### src/rtl/reg_file_mp.sv
// ============================================================================
//  Module   : reg_file_mp
//  Purpose  : Parametrised 1W/2R register file with bypass, optional zero
//             register, pending scoreboard and sequenced clear.
//  Revision : 1.0
// ============================================================================
`default_nettype none

module reg_file_mp #(
  parameter int DATA_W   = 8,
  parameter int ADDR_W   = 3,
  parameter int ZERO_REG = 0,
  parameter int BYPASS   = 1
) (
  input  logic              CLK,
  input  logic              RESET,
  input  logic [DATA_W-1:0] IN,
  input  logic [ADDR_W-1:0] INADDRESS,
  input  logic              WRITE,
  input  logic              RESERVE,
  input  logic [ADDR_W-1:0] RESADDRESS,
  input  logic              CLEAR,
  input  logic [ADDR_W-1:0] OUT1ADDRESS,
  input  logic [ADDR_W-1:0] OUT2ADDRESS,
  output logic [DATA_W-1:0] OUT1,
  output logic [DATA_W-1:0] OUT2,
  output logic              OUT1_READY,
  output logic              OUT2_READY,
  output logic              BUSY
);

  localparam int          DEPTH    = 2 ** ADDR_W;
  localparam logic        ZR       = (ZERO_REG != 0);
  localparam logic        BYP      = (BYPASS != 0);
  localparam logic [ADDR_W-1:0] LAST_IDX = ADDR_W'(DEPTH - 1);

  typedef enum logic [0:0] {
    S_IDLE     = 1'b0,
    S_CLEARING = 1'b1
  } state_t;

  state_t            state_q, state_d;
  logic [ADDR_W-1:0] idx_q, idx_d;
  logic [DATA_W-1:0] regs_q [DEPTH];
  logic [DEPTH-1:0]  pending_q;

  logic w_we;
  logic w_rsv;
  logic w_byp1;
  logic w_byp2;

  assign BUSY  = (state_q == S_CLEARING);
  assign w_we  = WRITE   & ~BUSY & ~(ZR & (INADDRESS == '0));
  assign w_rsv = RESERVE & ~BUSY & ~(ZR & (RESADDRESS == '0));

  assign w_byp1 = BYP & w_we & (INADDRESS == OUT1ADDRESS);
  assign w_byp2 = BYP & w_we & (INADDRESS == OUT2ADDRESS);

  always_ff @(posedge CLK) begin
    if (RESET) begin
      state_q <= S_IDLE;
      idx_q   <= '0;
    end else begin
      state_q <= state_d;
      idx_q   <= idx_d;
    end
  end

  always_comb begin
    state_d = state_q;
    idx_d   = idx_q;
    case (state_q)
      S_IDLE: begin
        if (CLEAR) begin
          state_d = S_CLEARING;
          idx_d   = '0;
        end
      end
      S_CLEARING: begin
        // idx wraps to 0 naturally on the last entry
        idx_d = idx_q + 1'b1;
        if (idx_q == LAST_IDX) begin
          state_d = S_IDLE;
        end
      end
      default: begin
        state_d = S_IDLE;
        idx_d   = '0;
      end
    endcase
  end

  // Writes and reserves are masked while clearing, so they never collide with idx
  always_ff @(posedge CLK) begin
    if (RESET) begin
      for (int i = 0; i < DEPTH; i++) begin
        regs_q[i] <= '0;
      end
      pending_q <= '0;
    end else if (BUSY) begin
      regs_q[idx_q]    <= '0;
      pending_q[idx_q] <= 1'b0;
    end else begin
      if (w_we) begin
        regs_q[INADDRESS]    <= IN;
        pending_q[INADDRESS] <= 1'b0;
      end
      // Reserve after write: a same-address reserve names the new producer
      if (w_rsv) begin
        pending_q[RESADDRESS] <= 1'b1;
      end
    end
  end

  assign OUT1 = (ZR && (OUT1ADDRESS == '0)) ? '0 :
                w_byp1                      ? IN : regs_q[OUT1ADDRESS];
  assign OUT2 = (ZR && (OUT2ADDRESS == '0)) ? '0 :
                w_byp2                      ? IN : regs_q[OUT2ADDRESS];

  assign OUT1_READY = BUSY                        ? 1'b0 :
                      (ZR && (OUT1ADDRESS == '0)) ? 1'b1 :
                      (~pending_q[OUT1ADDRESS] | w_byp1);
  assign OUT2_READY = BUSY                        ? 1'b0 :
                      (ZR && (OUT2ADDRESS == '0)) ? 1'b1 :
                      (~pending_q[OUT2ADDRESS] | w_byp2);

endmodule

`default_nettype wire

### config.mk
export PLATFORM = sky130hd
export DESIGN_NAME = reg_file_mp
export DESIGN_NICKNAME = d
export VERILOG_FILES = /design/src/rtl/reg_file_mp.sv
export SDC_FILE = /design/constraint.sdc
export NUM_CORES = 1
export LEC_CHECK = 0
export CAP_MARGIN = 20
export CORE_AREA = 2 2 91 102
export CTS_BUF_LIST = sky130_fd_sc_hd__clkbuf_2
export DETAILED_ROUTE_END_ITERATION = 10
export DIE_AREA = 0 0 93 104
export PLACE_DENSITY_LB_ADDON = 0.1
export SLEW_MARGIN = 15
export SYNTH_ARGS = -nofsm -noshare
export SYNTH_HDL_FRONTEND = slang
export SYNTH_SLANG_ARGS = --single-unit
### constraint.sdc
create_clock -name CLK -period 2 [get_ports CLK]
set_input_delay 0.3 -clock CLK [delete_from_list [all_inputs] [get_ports CLK]]
set_output_delay 0.3 -clock CLK [all_outputs]
set_load 0.02 [all_outputs]
==> impl_results.md <==
* Clk Latency, worst-skew pair at 540 ps
* Die Width at 93 µm
* Total clock sinks at 76
* CTS tree: done
* Worst Path Required at 1700 ps
* Pwr dens at 586 nW/µm²
* DRC Markers at 0
* PortBufs at 43
* DP Area at 5550 µm²
* Min-delay src: RESADDRESS[0]
* Hold crit path type: in2reg
* Synth Warn # at 0
* Worst Max-Slew Pin Slew at 452 ps
* RR Endpoint: regs_q[5][5]
* DRT Pass-1 Iters at 4
* Inserted Diodes at 0
* EDFF count, synth at 64
* Status: complete, but fails checks
* Number of max-cap violations at 0
* Final core occ at 66.9%
* Flop pwr share at 53.5%
* ANT nets after route at 0
* Vias in the first global route at 3388
* Via count at 3276
* Post-synth ARST share at 0%
* First-pass GRT wire length at 18100 µm
* Pwr Total at 3390 µW
* Critical R2R Launch: BUSY
* Clock slew at reported path FFs at 190 ps
* Hold Path Depth at 3
* Synth area leader: edfxtp_1
* Netlist cell types at 40
* Gr ovfl total at 0
* Synth top area cells: edfxtp_1, mux4_2, and2_1
* Post-synth top area share at 42.2%
* Final clock skew at 20.4 ps
* Layout cell share with drive strength beyond 1 at 38.4%
* Mapped Nets at 376
* Internal power at 2450 µW
* Post-synthesis sequential area ratio at 47.5%
* DR WL/cell at 21.0 µm
* Achievable frequency at 454 MHz
* Initial Utilization at 52.7%
* Seq cells post-synth at 76
* Mean Syn Cell Area at 13.1 µm²
* Final Net Count at 474
* Fin crit period at 2200 ps
* Post-Route WL at 11900 µm
* Final setup margin at -202 ps
* Slew Viols, Final at 0
* Sw frac at 27.8%
* RD Place Congestion at 0.868
* Root Buffer: clkbuf_2
* Sw Pwr at 941 µW
* Setup Viol. Count Final at 18
* Cell Rows at 36
* Max-slew headroom at 69.9%
* Initial antenna violation count at 0
* Deepest clock path buffer count at 2
* Mapped Area at 4560 µm²
* Dpl cells at 546
* Post-CTS Hold Fix Bufs at 0
* # IOs at 44
* Num CTS Buffers at 9
* Final worst-path cycle share at 110%
* Hpwl dp at 8700 µm
* 1st-iter DRT viols at 154
* RSZ-0062 raised after global routing: yes
* Crit path capture type: primary output
* Via/cell ratio at 5.80
* Maximum vdd drop at 0.347 mV
* Critical path launch point type: primary input
* Post-route insts no fill at 565
* Peak fanout along the critical path at 5
* Failing checks: negative setup slack
* Hold Path End: pending_q[7]
* Worst Path Arrival at 1900 ps
* Largest net degree at the start of global routing at 20
* R2R depth at 6
* Combinational share of power at 22.9%
* Cell area after layout at 5790 µm²
* Total GRT Usage at 25.9%
* Die area at 9670 µm²
* Predominant post-synthesis flop cell: edfxtp_1
* Layout area overhead at 27.0%
* Final TNS setup at -3070 ps
* Core area at 8650 µm²
* Reg-to-reg setup timing slack at 60 ps
* Syn Inst Count at 349
* Critical Setup Path Class: in2out
* Final Hold Viols at 0
* Clock group share of total power at 23.6%
* H-tree depth at 3
* Leakage power at 0.00223 µW
* Die H at 104 µm
-- flip-flops by register name (all words and copies together), names as in the netlist --
name / cells
BUSY: 1
regs_q: 64
idx_q: 3
pending_q: 8
-- repair_timing --
item / CTS / global route
resized for setup: 143 / 22
setup endpoints to repair: 19 / 21
gates cloned: 2 / 0
pin swaps: 5 / 5
setup buffers: 3 / 0
-- worst max-delay path, cell delays in order --
cell and delay [ps]:
clkdlybuf4s50_1 500, xor2_1 230, nor4_4 340, buf_4 180, buf_6 120, o21ai_1 70, buf_4 150
-- worst max path at each step --
stage / start / end / cells after the start
2_1_floorplan: BUSY / regs_q[2][0] / 5
3_3_place_gp: INADDRESS[2] / OUT1[5] / 8
3_5_place_dp: OUT2ADDRESS[0] / OUT2[0] / 8
4_1_cts: regs_q[7][7] / OUT2[7] / 4
5_1_grt: regs_q[0][5] / OUT1[5] / 4
6_report: OUT1ADDRESS[1] / OUT1[1] / 7
-- layout make-up --
class	instances	area, µm²
well taps	114	143
clock buffers	10	50.0
fillers	669	2860
repair buffers	107	1050
multi-input cells	253	2320
flip-flops and latches	76	2170
clock inverters	5	53.8
-- cell usage after synthesis, types with 3 or more instances --
master	number
a21o_1	7
xor2_1	6
nand2_1	31
nand2b_1	8
o21ai_0	15
nor2_4	6
nor2_1	9
buf_6	4
nand3_1	3
and2_1	64
buf_2	5
buf_4	5
mux2i_1	18
nor3b_1	3
dfxtp_1	12
o21ai_1	4
a21oi_1	13
o221ai_1	5
edfxtp_1	64
mux4_2	36
clkbuf_1	4
-- layout by cell type, fill, tap and decap left out, drive strengths merged, types with 2 or more instances in the layout --
cell,instances
buf,81
and2,64
edfxtp,64
mux4,36
nand2,31
o21ai,19
mux2i,18
clkdlybuf4s50,17
nor2,17
a21oi,13
dfxtp,12
clkbuf,10
nand2b,9
a21o,8
xor2,6
dlygate4sd2,6
o221ai,5
nand3,4
nor3b,4
nor4,2
or3b,2
or2,2
o31a,2
nor2b,2
ha,2
clkinvlp,2
o21bai,2
clkinv,2
-- metrics by stage --
stage	setup WS, ps	hold slack, ps
2_1_floorplan	92.0	452
3_3_place_gp	-778	494
3_5_place_dp	-781	501
4_1_cts	-222	375
5_1_grt	-295	411
6_report	-202	401
-- routing by layer --
layer / vias to the layer above / global-route usage (%) / share of wire (%)
met1: 1611 / 30.9 / 38
li1: 1522 / - / -
met3: 36 / 3.26 / 4.9
met2: 107 / 44.6 / 52
met4: 0 / 15.2 / 4.6
met5: - / 0 / 0
-- power by group through the flow --
stage | Combinational, µW | Sequential, µW | Clock (µW)
3_3_place_gp | 738 | 1840 | 0
6_report | 775 | 1810 | 801
2_1_floorplan | 397 | 1830 | 0
3_5_place_dp | 744 | 1850 | 0
5_1_grt | 820 | 1820 | 866
4_1_cts | 753 | 1810 | 816
-- cell families (layout without fill, tap and decap cells) --
logic type	Yosys count	after routing	share of synthesized area (%)
AND/OR/NAND/NOR	139	139	19.0
flip-flops	76	76	47.5
multiplexers	54	54	21.8
AO/OA/AOI/OAI	52	52	7.20
buffers and inverters	20	122	2.88
XOR/XNOR	6	6	1.15
adder cells (fa/ha/maj)	2	2	0.549
No activity file was read; power rests on OpenSTA's default activity.
